[config.mk]
export PLATFORM = sky130hd
export DESIGN_NAME = turn_executor
export DESIGN_NICKNAME = d
export VERILOG_FILES = /design/src/rtl/turn_executor.sv
export SDC_FILE = /design/constraint.sdc
export NUM_CORES = 1
export LEC_CHECK = 0
export CORE_MARGIN = 2
export CORE_UTILIZATION = 40
export CTS_CLUSTER_SIZE = 25
export DETAILED_ROUTE_END_ITERATION = 7
export PLACE_DENSITY = 0.63
export SYNTH_ARGS = -nofsm -noshare
export SYNTH_HDL_FRONTEND = slang
export SYNTH_SLANG_ARGS = --single-unit
[constraint.sdc]
create_clock -name clk -period 3.7 [get_ports clk]
set_clock_uncertainty 0.1 [all_clocks]
set_input_delay 0.74 -clock clk [delete_from_list [all_inputs] [get_ports clk]]
set_output_delay 0.74 -clock clk [all_outputs]
set_load 0.02 [all_outputs]
[src/rtl/turn_executor.sv]
// turn_executor: runs one in-place turn (left, right or back) as a timed
// rotation followed by a stationary settle period, then pulses turn_done.
//
//  state  | meaning
//  -------+-----------------------------------------------------------
//  IDLE   | wheels stopped, triggers sampled while enable is high
//  ROTATE | wheels driven in r_dir for TURN_CYCLES (2x for a back turn)
//  SETTLE | wheels stopped, is_turning held so the detectors refresh
//
// All outputs are registered: the combinational process computes the
// value each output takes in the cycle after the coming edge.
module turn_executor #(
    parameter int TURN_CYCLES   = 450,
    parameter int SETTLE_CYCLES = 50
) (
    input  logic clk,
    input  logic rst_n,
    input  logic enable,
    input  logic trigger_turn_left,
    input  logic trigger_turn_right,
    input  logic trigger_turn_back,
    output logic is_turning,
    output logic rotate_left,
    output logic rotate_right,
    output logic turn_done
);

    typedef enum logic [1:0] {
        IDLE   = 2'd0,
        ROTATE = 2'd1,
        SETTLE = 2'd2
    } state_t;

    // Down-counter reload values: the counter is loaded on the edge that
    // enters a state and the state ends on the edge that sees zero, so a
    // reload of N-1 gives exactly N cycles in that state.
    localparam logic [15:0] L_TURN_LOAD   = 16'(TURN_CYCLES - 1);
    localparam logic [15:0] L_BACK_LOAD   = 16'(2 * TURN_CYCLES - 1);
    localparam logic [15:0] L_SETTLE_LOAD = 16'(SETTLE_CYCLES - 1);

    state_t      r_state;
    logic [15:0] r_cnt;
    logic        r_dir_ccw;
    logic        r_is_turning;
    logic        r_rotate_left;
    logic        r_rotate_right;
    logic        r_turn_done;

    state_t      w_state_nxt;
    logic [15:0] w_cnt_nxt;
    logic        w_dir_ccw_nxt;
    logic        w_is_turning_nxt;
    logic        w_rotate_left_nxt;
    logic        w_rotate_right_nxt;
    logic        w_turn_done_nxt;
    logic        w_cnt_tc;

    assign w_cnt_tc = (r_cnt == 16'd0);

    // State, counter, direction and output registers; reset aborts any turn.
    always_ff @(posedge clk or negedge rst_n) begin
        if (!rst_n) begin
            r_state        <= IDLE;
            r_cnt          <= 16'd0;
            r_dir_ccw      <= 1'b0;
            r_is_turning   <= 1'b0;
            r_rotate_left  <= 1'b0;
            r_rotate_right <= 1'b0;
            r_turn_done    <= 1'b0;
        end else begin
            r_state        <= w_state_nxt;
            r_cnt          <= w_cnt_nxt;
            r_dir_ccw      <= w_dir_ccw_nxt;
            r_is_turning   <= w_is_turning_nxt;
            r_rotate_left  <= w_rotate_left_nxt;
            r_rotate_right <= w_rotate_right_nxt;
            r_turn_done    <= w_turn_done_nxt;
        end
    end

    // Next state, counter and next-cycle output values.
    always_comb begin
        w_state_nxt        = r_state;
        w_cnt_nxt          = r_cnt;
        w_dir_ccw_nxt      = r_dir_ccw;
        w_is_turning_nxt   = 1'b0;
        w_rotate_left_nxt  = 1'b0;
        w_rotate_right_nxt = 1'b0;
        w_turn_done_nxt    = 1'b0;

        if (!enable) begin
            // Leaving semi-auto mode drops the turn silently from any state.
            w_state_nxt = IDLE;
            w_cnt_nxt   = 16'd0;
        end else begin
            case (r_state)
                IDLE: begin
                    // Back turns reuse the left rotation for twice as long.
                    if (trigger_turn_back) begin
                        w_state_nxt       = ROTATE;
                        w_cnt_nxt         = L_BACK_LOAD;
                        w_dir_ccw_nxt     = 1'b1;
                        w_is_turning_nxt  = 1'b1;
                        w_rotate_left_nxt = 1'b1;
                    end else if (trigger_turn_left) begin
                        w_state_nxt       = ROTATE;
                        w_cnt_nxt         = L_TURN_LOAD;
                        w_dir_ccw_nxt     = 1'b1;
                        w_is_turning_nxt  = 1'b1;
                        w_rotate_left_nxt = 1'b1;
                    end else if (trigger_turn_right) begin
                        w_state_nxt        = ROTATE;
                        w_cnt_nxt          = L_TURN_LOAD;
                        w_dir_ccw_nxt      = 1'b0;
                        w_is_turning_nxt   = 1'b1;
                        w_rotate_right_nxt = 1'b1;
                    end
                end

                ROTATE: begin
                    w_is_turning_nxt = 1'b1;
                    if (w_cnt_tc) begin
                        w_state_nxt = SETTLE;
                        w_cnt_nxt   = L_SETTLE_LOAD;
                    end else begin
                        w_cnt_nxt          = r_cnt - 16'd1;
                        w_rotate_left_nxt  = r_dir_ccw;
                        w_rotate_right_nxt = ~r_dir_ccw;
                    end
                end

                SETTLE: begin
                    if (w_cnt_tc) begin
                        w_state_nxt     = IDLE;
                        w_cnt_nxt       = 16'd0;
                        w_turn_done_nxt = 1'b1;
                    end else begin
                        w_cnt_nxt        = r_cnt - 16'd1;
                        w_is_turning_nxt = 1'b1;
                    end
                end

                default: begin
                    w_state_nxt = IDLE;
                    w_cnt_nxt   = 16'd0;
                end
            endcase
        end
    end

    assign is_turning   = r_is_turning;
    assign rotate_left  = r_rotate_left;
    assign rotate_right = r_rotate_right;
    assign turn_done    = r_turn_done;

endmodule

==> summary.txt <==
Outcome
  – Status: finished clean

Place
  – Buffers added on ports: 9
  – Placer congestion estimate: 0.814
  – DP Area: 0.00148 mm²
  – Post-placement worst setup slack: 0.946 ns
  – Total instance count after detailed placement: 199
  – Post-DP HPWL: 2140 µm

Die
  – Horizontal die dimension: 63.0 µm
  – Die area: 0.00397 mm²
  – Height of the die: 63.0 µm
  – Ports: 10
  – Rows: 21
  – Initial Util: 41.7%
  – Core region area: 0.00334 mm²

Global route
  – Largest net degree at the start of global routing: 24
  – Antenna violations before repair: 0
  – Global-route wire length before repair: 5100 µm
  – Number of global-route vias before repair: 1,081
  – Overall fraction of global-route tracks in use: 16.0%
  – Grt total ovfl: 0

Timing
  – Pins over their slew limit: 0
  – Final critical path time including I/O delays and setup: 2.63 ns
  – Final setup margin: 1.07 ns
  – RSZ-0062 raised after global routing: no
  – Final hold violation count: 0
  – Relative slew slack: 30.8%
  – Post-route clock period utilization: 71.1%
  – Timing-limited maximum frequency: 380 MHz
  – Setup TNS: 0 ns
  – Worst-Margin Slew: 1.03 ns
  – Number of endpoints failing setup at the final stage: 0

Power and ir drop
  – Maximum ir drop on the vdd rail: 0.000216 V
  – Share of power burned in the clock network: 13.5%
  – Power per cell area: 591 mW/mm²
  – Internal power: 517 µW
  – Net switching power of the design: 372 µW
  – Proportion of total power due to net switching: 41.8%
  – Logic gate share of total power: 43.9%
  – Proportion of power drawn by flip-flops and latches: 42.6%
  – Leakage power of the design: 0.652 nW

Setup path
  – Worst reg2reg setup slack: 1.07 ns
  – CP max-delay cell: sky130_fd_sc_hd__or4b_2
  – Maximum fanout along the worst path: 11
  – Worst Path Arrival: 2.75 ns
  – Nature of the critical path startpoint: flip-flop
  – Crit. End Element: flip-flop
  – CP Class: reg -> reg
  – Worst endpoint required time: 3.82 ns
  – Delay contributed by the slowest stage of the critical path: 0.63 ns
  – Cell Chain, Critical Path: inv_1 > ha_1 > or4b_2 > nor4_4 > or2_1 > o21ai_1 > a21bo_1

Yosys
  – Proportion of synthesized chip area in sequential cells: 41.3%
  – Count of different cell masters after synthesis: 52
  – Syn. warnings: 0
  – Largest family of logic cells by synthesized area: simple AND/OR/NAND/NOR gates
  – Flops & latches, synth: 23
  – Number of enable flip-flop cells after synthesis: 0
  – Syn nets: 163
  – Cell count after synthesis: 156
  – Share of the synthesized netlist area taken by xor and xnor gates: 0.629%
  – Adder-cell share of the synthesized area: 0.898%
  – Post-Syn Area: 0.00139 mm²
  – Post-synthesis average cell area: 8.93 µm²
  – Most used flip-flop cell after synthesis: sky130_fd_sc_hd__dfrtp_1
  – Portion of netlist area occupied by mux cells: 0%
  – Compound-gate portion of the synthesized area: 22.2%
  – Area fraction in and, or, nand and nor cells after synthesis: 29.6%
  – Fraction of synthesis flops using an asynchronous set or reset pin: 100%

Final layout
  – Flip-flop and latch area: 576 µm²
  – Filler-free cell count of the finished design: 203
  – Design Area, Final: 0.00150 mm²
  – Relative area change from synthesis to final layout: 8.00%
  – Diode count: 0
  – Filler cell count: 328
  – Multi-input combinational cell area: 743 µm²
  – Share of cells above drive strength 1: 8.92%
  – Post-layout nets: 165

Clock tree
  – Number of buffers on the longest clock path: 2
  – Clock Tree Root: sky130_fd_sc_hd__clkbuf_4
  – CTS tree: yes
  – Clock latency on the worst-skew pair: 0.32 ns
  – Clock sink count: 23
  – Number of clock buffers inserted by TritonCTS: 3
  – Clock-pin slew on the worst setup and hold paths: 0.13 ns
  – CTS HTree Levels: 1
  – Buffers inserted during post-CTS setup optimization: 0
  – Post-CTS Resized: 0
  – Hold bufs inserted after CTS: 0

Route
  – Starting DRT DRC Count: 76
  – Post-route antenna net violation count: 0
  – Count of TritonRoute iterations in the first routing pass: 4
  – Post-route DRC violation count: 0
  – Detailed Route WL: 3000 µm
  – Routed WL per cell: 14.8 µm
  – Via density: 5.84
  – Total via count in the routed design: 1,185

Run
  – Count of max-cap constraint violations: 0

Hold path
  – Path class of the lowest-slack min-delay path: reg -> reg
power groups by stage:
stage / Combinational (mW) / Clock (mW) / Sequential [mW]
finish: 0.390 / 0.120 / 0.378
global route: 0.432 / 0.134 / 0.390
CTS: 0.388 / 0.123 / 0.376
detailed placement: 0.387 / 0 / 0.382
global placement: 0.380 / 0 / 0.379
floorplan: 0.346 / 0 / 0.353
final timing paths:
kind                            cells after the start         end      start
worst max register to register                      7   r_cnt[12]   r_cnt[0]
max in group asynchronous                           1   r_cnt[11]      rst_n
min in group asynchronous                           1  r_state[1]      rst_n
worst min register to register                      1   r_cnt[12]  r_cnt[12]
worst max-delay path                                7   r_cnt[12]   r_cnt[0]
worst min-delay path                                1   r_cnt[12]  r_cnt[12]
cell usage in the layout (no fill, tap or decap), types with 2 or more instances in the layout:
cell,netlist,final
sky130_fd_sc_hd__nor2_1,15,15
sky130_fd_sc_hd__dfrtp_1,23,23
sky130_fd_sc_hd__or4_4,2,2
sky130_fd_sc_hd__nor2b_1,3,3
sky130_fd_sc_hd__a21oi_1,7,7
sky130_fd_sc_hd__clkbuf_4,0,3
sky130_fd_sc_hd__nor3_1,5,5
sky130_fd_sc_hd__o21ai_1,4,4
sky130_fd_sc_hd__o21ai_0,7,7
sky130_fd_sc_hd__o31ai_1,4,4
sky130_fd_sc_hd__inv_1,3,3
sky130_fd_sc_hd__or4_1,4,4
sky130_fd_sc_hd__nand3_1,2,2
sky130_fd_sc_hd__o21a_1,3,3
sky130_fd_sc_hd__a31oi_1,3,3
sky130_fd_sc_hd__or3_2,2,2
sky130_fd_sc_hd__nor4_1,3,3
sky130_fd_sc_hd__clkdlybuf4s50_1,0,9
sky130_fd_sc_hd__nand2_1,13,13
sky130_fd_sc_hd__or3_1,5,5
sky130_fd_sc_hd__a21o_1,3,3
sky130_fd_sc_hd__and3_1,4,4
sky130_fd_sc_hd__nand3b_1,2,2
sky130_fd_sc_hd__nor3b_1,2,2
layout make-up:
type | count | share of cell area, %
well taps | 46 | 3.83
multi-input cells | 118 | 49.4
repair buffers | 9 | 5.99
inverters | 3 | 0.749
flip-flops and latches | 23 | 38.3
clock buffers | 4 | 1.75
cell usage after synthesis (all sizes together) (4+ instances only):
| cell type | number | share of area, % |
|---|---|---|
| buf | 5 | 2.4 |
| dfrtp | 23 | 41 |
| nor4 | 4 | 2.9 |
| a21oi | 7 | 2.5 |
| clkbuf | 7 | 2.1 |
| o21ai | 11 | 4.0 |
| or4 | 6 | 3.8 |
| nor2 | 15 | 4.0 |
| nand2 | 13 | 3.5 |
| nor3 | 5 | 1.8 |
| or3 | 7 | 3.3 |
| and3 | 5 | 2.3 |
| o31ai | 4 | 2.2 |
critical path: cells and delay by family (launching register included):
family          cells  cell delay [ns]
fa+ha+maj           1             0.19
flops               1             0.44
simple gates        3             1.38
compound gates      2             0.32
buf+inv             1             0.10
cell families (layout without fill, tap and decap cells):
family | after synthesis | count (layout)
fa+ha+maj | 1 | 1
flops | 23 | 23
simple gates | 71 | 71
xor+xnor | 1 | 1
buf+inv | 15 | 16
compound gates | 45 | 45
registers in the layout, summed over array words and instances (netlist names):
register	count
is_turning	1
r_state	2
turn_done	1
rotate_left	1
r_cnt	16
r_dir_ccw	1
rotate_right	1
per-layer routing:
layer / GRT usage (%) / share of wire, % / vias up
li1: - / - / 584
met1: 22.3 / 49 / 563
met2: 24.9 / 45 / 33
met3: 2.16 / 4.5 / 5
met4: 6.39 / 1.5 / 0
met5: 0 / 0 / -
metrics by stage:
stage	hold slack, ns	total power [mW]	utilization (%)
finish	0.412	0.888	45.1
global route	0.423	0.956	45.1
CTS	0.417	0.887	45.1
detailed placement	0.386	0.769	44.3
global placement	0.381	0.760	44.3
floorplan	0.344	0.699	-
Note: power is estimated with default switching activity, not from simulation.
==> patch 1, RTL diff (config.mk and constraints unchanged) <==
The 3 states of `state_t` get a one-hot encoding in 3 bits.
--- a/src/rtl/turn_executor.sv
+++ b/src/rtl/turn_executor.sv
@@ -27,6 +27,6 @@
 
-    typedef enum logic [1:0] {
-        IDLE   = 2'd0,
-        ROTATE = 2'd1,
-        SETTLE = 2'd2
+    typedef enum logic [2:0] {
+        IDLE   = 3'b001,
+        ROTATE = 3'b010,
+        SETTLE = 3'b100
     } state_t;
Formal check against the unedited RTL: no difference found for any inputs over 10 cycles, from zero or initial values and one cycle with rst_n low; not proved beyond that.
==> patch 1 against the unedited design <==
Wire length down 4.9%; synthesized area down 5.3%; power down 2.0%; sequential cell count up 1; via count down 6.8%; first-iteration DRC count down 2.6%; final area up 0.58%; register-to-register slack better by 630 ps; clock power up 61%; core utilization up 3.7 points; worst setup slack better by 280 ps; hold slack worse by 17 ps; critical path type is now in -> reg; critical endpoint is now r_cnt[11]$_DFFE_PN0P_; highest routed layer unchanged.
==> patch 1: results (changes against the unedited design) <==
metric,value,unit,change
fillers,324,,was 328
use_met3,3.15,%,was 2.16%
route.met2.wl,1320,µm,was 1360 µm
viasPerCell,5.58,,was 5.84
wl,2860,µm,was 3000 µm
worst_r2r_endpoint,r_cnt[11]$_DFFE_PN0P_,,was r_cnt[12]$_DFFE_PN0P_
synthTopCellsByArea,"dfrtp_1 (44%), nand2_1 (5.4%), o21ai_0 (4.9%), nor2_1 (3.7%), a31oi_1 (2.4%)",,"was dfrtp_1 (41%), nor2_1 (4.0%), nand2_1 (3.5%), a21oi_1 (2.5%), o21ai_0 (2.5%)"
reg2reg_setup_slack,1700,ps,was 1070 ps
holdPathEnd,rotate_right$_DFF_PN0_,,was r_cnt[12]$_DFFE_PN0P_
top_layer,met4,,unchanged
dr.pass1.iters,4,,unchanged
crit_fanout,13,,was 11
m1WireLength,1400,µm,was 1460 µm
top_regs,"r_cnt (16), r_state (3)",,"was r_cnt (16), r_state (2)"
status,"complete, no violations",,unchanged
clk_path_buf_depth,2,,unchanged
hp-start,r_dir_ccw$_DFFE_PN0P_,,was r_cnt[12]$_DFFE_PN0P_
critical_path.top_delay_family,compound AO/OA/AOI/OAI gates,,was simple AND/OR/NAND/NOR gates
p_leak,0.639,nW,was 0.652 nW
synth_nets,148,,was 163
r2r.worst_path.cells,6,,was 7
met2_usage,27.5,%,was 24.9%
grt_max_degree,25,,was 24
cp_slowest_cell,clkdlybuf4s50_1,,was or4b_2
ys_async_sr_fraction,100,%,unchanged
grt_pass1_wl,5060,µm,was 5100 µm
hold_path_class,reg -> reg,,unchanged
reg2reg_from,r_cnt[0]$_DFFE_PN0P_,,unchanged
cts_resized,0,,unchanged
yosysUniqueCellTypes,44,,was 52
slew_headroom,59.4,%,was 30.8%
yosysWarnings,0,,unchanged
seq_area_frac_synth,45.6,%,was 41.3%
peakVddDrop,0.000244,V,was 0.000216 V
drt_iter0_drc,74,,was 76
use_met1,26.8,%,was 22.3%
dp_slack,1040,ps,was 946 ps
grt_pass1_vias,1059,,was 1081
cts_root_buffer,clkbuf_4,,unchanged
drc,0,,unchanged
num-nets-final,162,,was 165
hpwl,2070,µm,was 2140 µm
hold_viol_final,0,,unchanged
gp_congestion,0.786,,was 0.814
wl_met3,116,µm,was 135 µm
track_usage,18.1,%,was 16.0%
drive_gt1_share,10.4,%,was 8.92%
worstPathArrival,2500,ps,was 2750 ps
yosys-top-cells-count,"dfrtp_1 (23), nand2_1 (19), nor2_1 (13), o21ai_0 (13)",,"was dfrtp_1 (23), nor2_1 (15), nand2_1 (13)"
max_stage_delay,540,ps,was 630 ps
## patch 1: cell families (layout without fill, tap and decap cells)
| logic type | Yosys count | count (layout) | synth area share [%] |
|---|---|---|---|
| mux | 1 | 1 | 0.759 |
| simple gates | 60 | 60 | 25.2 |
| fa+ha+maj | 1 | 1 | 0.949 |
| xor+xnor | 2 | 2 | 1.33 |
| flops | 24 | 24 | 45.6 |
| compound gates | 49 | 49 | 24.4 |
| buf+inv | 4 | 17 | 1.71 |
## patch 1: area by class of cell
class | instances | share of cell area (%)
flip-flops and latches | 24 | 39.8
clock buffers | 3 | 1.49
multi-input cells | 113 | 45.9
inverters | 3 | 0.744
clock inverters | 1 | 1.99
well taps | 44 | 3.64
repair buffers | 10 | 6.45
## patch 1: per-stage QoR
step / std cells / instance area (µm²) / hold WS (ps) / power, mW
after detailed placement: 194 / 1460 / 384 / 0.680
after global placement: 194 / 1460 / 379 / 0.675
after CTS: 198 / 1510 / 404 / 0.877
after global routing: 198 / 1510 / 447 / 0.942
after floorplan: 141 / 1320 / 344 / 0.596
final: 198 / 1510 / 395 / 0.870
## patch 1: worst max path at each step
stage / slack (ps) / start / endpoint
floorplan: 1970 / enable / r_cnt[11]$_DFFE_PN0P_
global placement: 1130 / enable / r_cnt[11]$_DFFE_PN0P_
detailed placement: 1040 / enable / r_cnt[11]$_DFFE_PN0P_
CTS: 1370 / enable / r_cnt[11]$_DFFE_PN0P_
global route: 1160 / enable / r_cnt[11]$_DFFE_PN0P_
finish: 1350 / enable / r_cnt[11]$_DFFE_PN0P_
## patch 1: power by group
part	leakage, nW	switching [mW]	internal, mW
clock network	0.0279	0.0837	0.110
logic	0.293	0.200	0.125
registers	0.318	0.0450	0.307
total	0.639	0.329	0.541
==> patch 2, RTL diff (same settings) <==
Made on the original files. `SETTLE_CYCLES`: 50 -> 37.
--- a/src/rtl/turn_executor.sv
+++ b/src/rtl/turn_executor.sv
@@ -13,3 +13,3 @@
     parameter int TURN_CYCLES   = 450,
-    parameter int SETTLE_CYCLES = 50
+    parameter int SETTLE_CYCLES = 37
 ) (
Formal check against the unedited RTL: same outputs for any inputs over 10 cycles, from zero or initial values and one cycle with rst_n low; that may be too few to reach the edited logic, so the function may still have changed.
==> patch 2 against the unedited design <==
Synthesized area shrank 2.9%; power fell by 8.8%; wire length shrank 0.20%; final area is 0.91% lower; sequential share of layout area rose by 0.35 points; worst setup slack better by 160 ps; sequential cell count did not move; first-iteration DRC count increased by 20%; critical path type unchanged.
==> patch 2: results (changes against the unedited design) <==
metric,value,unit,change
seq_area_frac_synth,42.6,%,was 41.3%
hpwl,2170,µm,was 2140 µm
m1WireLength,1410,µm,was 1460 µm
grt_pass1_wl,5240,µm,was 5100 µm
area_growth,10.2,%,was 8.00%
cp_slowest_cell,or3b_2,,was or4b_2
clkCellAreaFrac,1.85,%,was 1.75%
inverters,4,,was 3
wl_met3,183,µm,was 135 µm
grt_pass1_vias,1082,,was 1081
pg_comb,0.318,mW,was 0.390 mW
power.switching,0.327,mW,was 0.372 mW
reg2reg_setup_slack,1230,ps,was 1070 ps
syn_avg_cell_area,8.67,µm²,was 8.93 µm²
layout_min_cycle_time,2470,ps,was 2630 ps
multi_input_area_share,48.6,%,was 49.4%
yosys-top-cells-count,"dfrtp_1 (23), nor2_1 (17), nand2_1 (15)",,"was dfrtp_1 (23), nor2_1 (15), nand2_1 (13)"
hold_ws,417,ps,was 412 ps
swShare,40.3,%,was 41.8%
placedCellCount,204,,was 199
route.met2.wl,1390,µm,was 1360 µm
worstPathArrival,2590,ps,was 2750 ps
track_usage,16.7,%,was 16.0%
synthTopCellsByArea,"dfrtp_1 (43%), nor2_1 (4.7%), o21ai_0 (4.4%), nand2_1 (4.2%), a21oi_1 (2.6%)",,"was dfrtp_1 (41%), nor2_1 (4.0%), nand2_1 (3.5%), a21oi_1 (2.5%), o21ai_0 (2.5%)"
synth-xor-area-share,1.94,%,was 0.629%
ys_async_sr_fraction,100,%,unchanged
place_area,1460,µm²,was 1480 µm²
met2_usage,27.7,%,was 24.9%
clock-sinks,23,,unchanged
crit_fanout,5,,was 11
status,"complete, no violations",,unchanged
synth_compound_area_share,21.4,%,was 22.2%
pwr-share-seq,46.0,%,was 42.6%
max_stage_delay,530,ps,was 630 ps
drive_gt1_share,7.41,%,was 8.92%
fillers,317,,was 328
wl_per_cell,14.4,µm,was 14.8 µm
use_met3,3.99,%,was 2.16%
p_leak,0.618,nW,was 0.652 nW
multi_input_cells,122,,was 118
die_area,3860,µm²,was 3970 µm²
peakVddDrop,0.000333,V,was 0.000216 V
cts-buffers-inserted,3,,unchanged
slew_headroom,33.7,%,was 30.8%
num-nets-final,170,,was 165
==> patch 2: changes by cell type in the layout (fill, tap and decap cells not counted), moves of 3 or more <==
cell,change
o21ai_0,+5
and3_1,-4
o211ai_1,+3
o21ai_1,-4
or4_1,-3
==> patch 2: path summary, 6_finish.rpt <==
| kind | endpoint | from |
|---|---|---|
| setup / recovery | rotate_left$_DFF_PN0_ | r_cnt[0]$_DFFE_PN0P_ |
| min in group asynchronous | is_turning$_DFF_PN0_ | rst_n |
| max in group asynchronous | r_cnt[4]$_DFFE_PN0P_ | rst_n |
| setup reg to reg | rotate_left$_DFF_PN0_ | r_cnt[0]$_DFFE_PN0P_ |
| hold reg to reg | r_cnt[11]$_DFFE_PN0P_ | r_cnt[11]$_DFFE_PN0P_ |
| hold / removal | r_cnt[11]$_DFFE_PN0P_ | r_cnt[11]$_DFFE_PN0P_ |
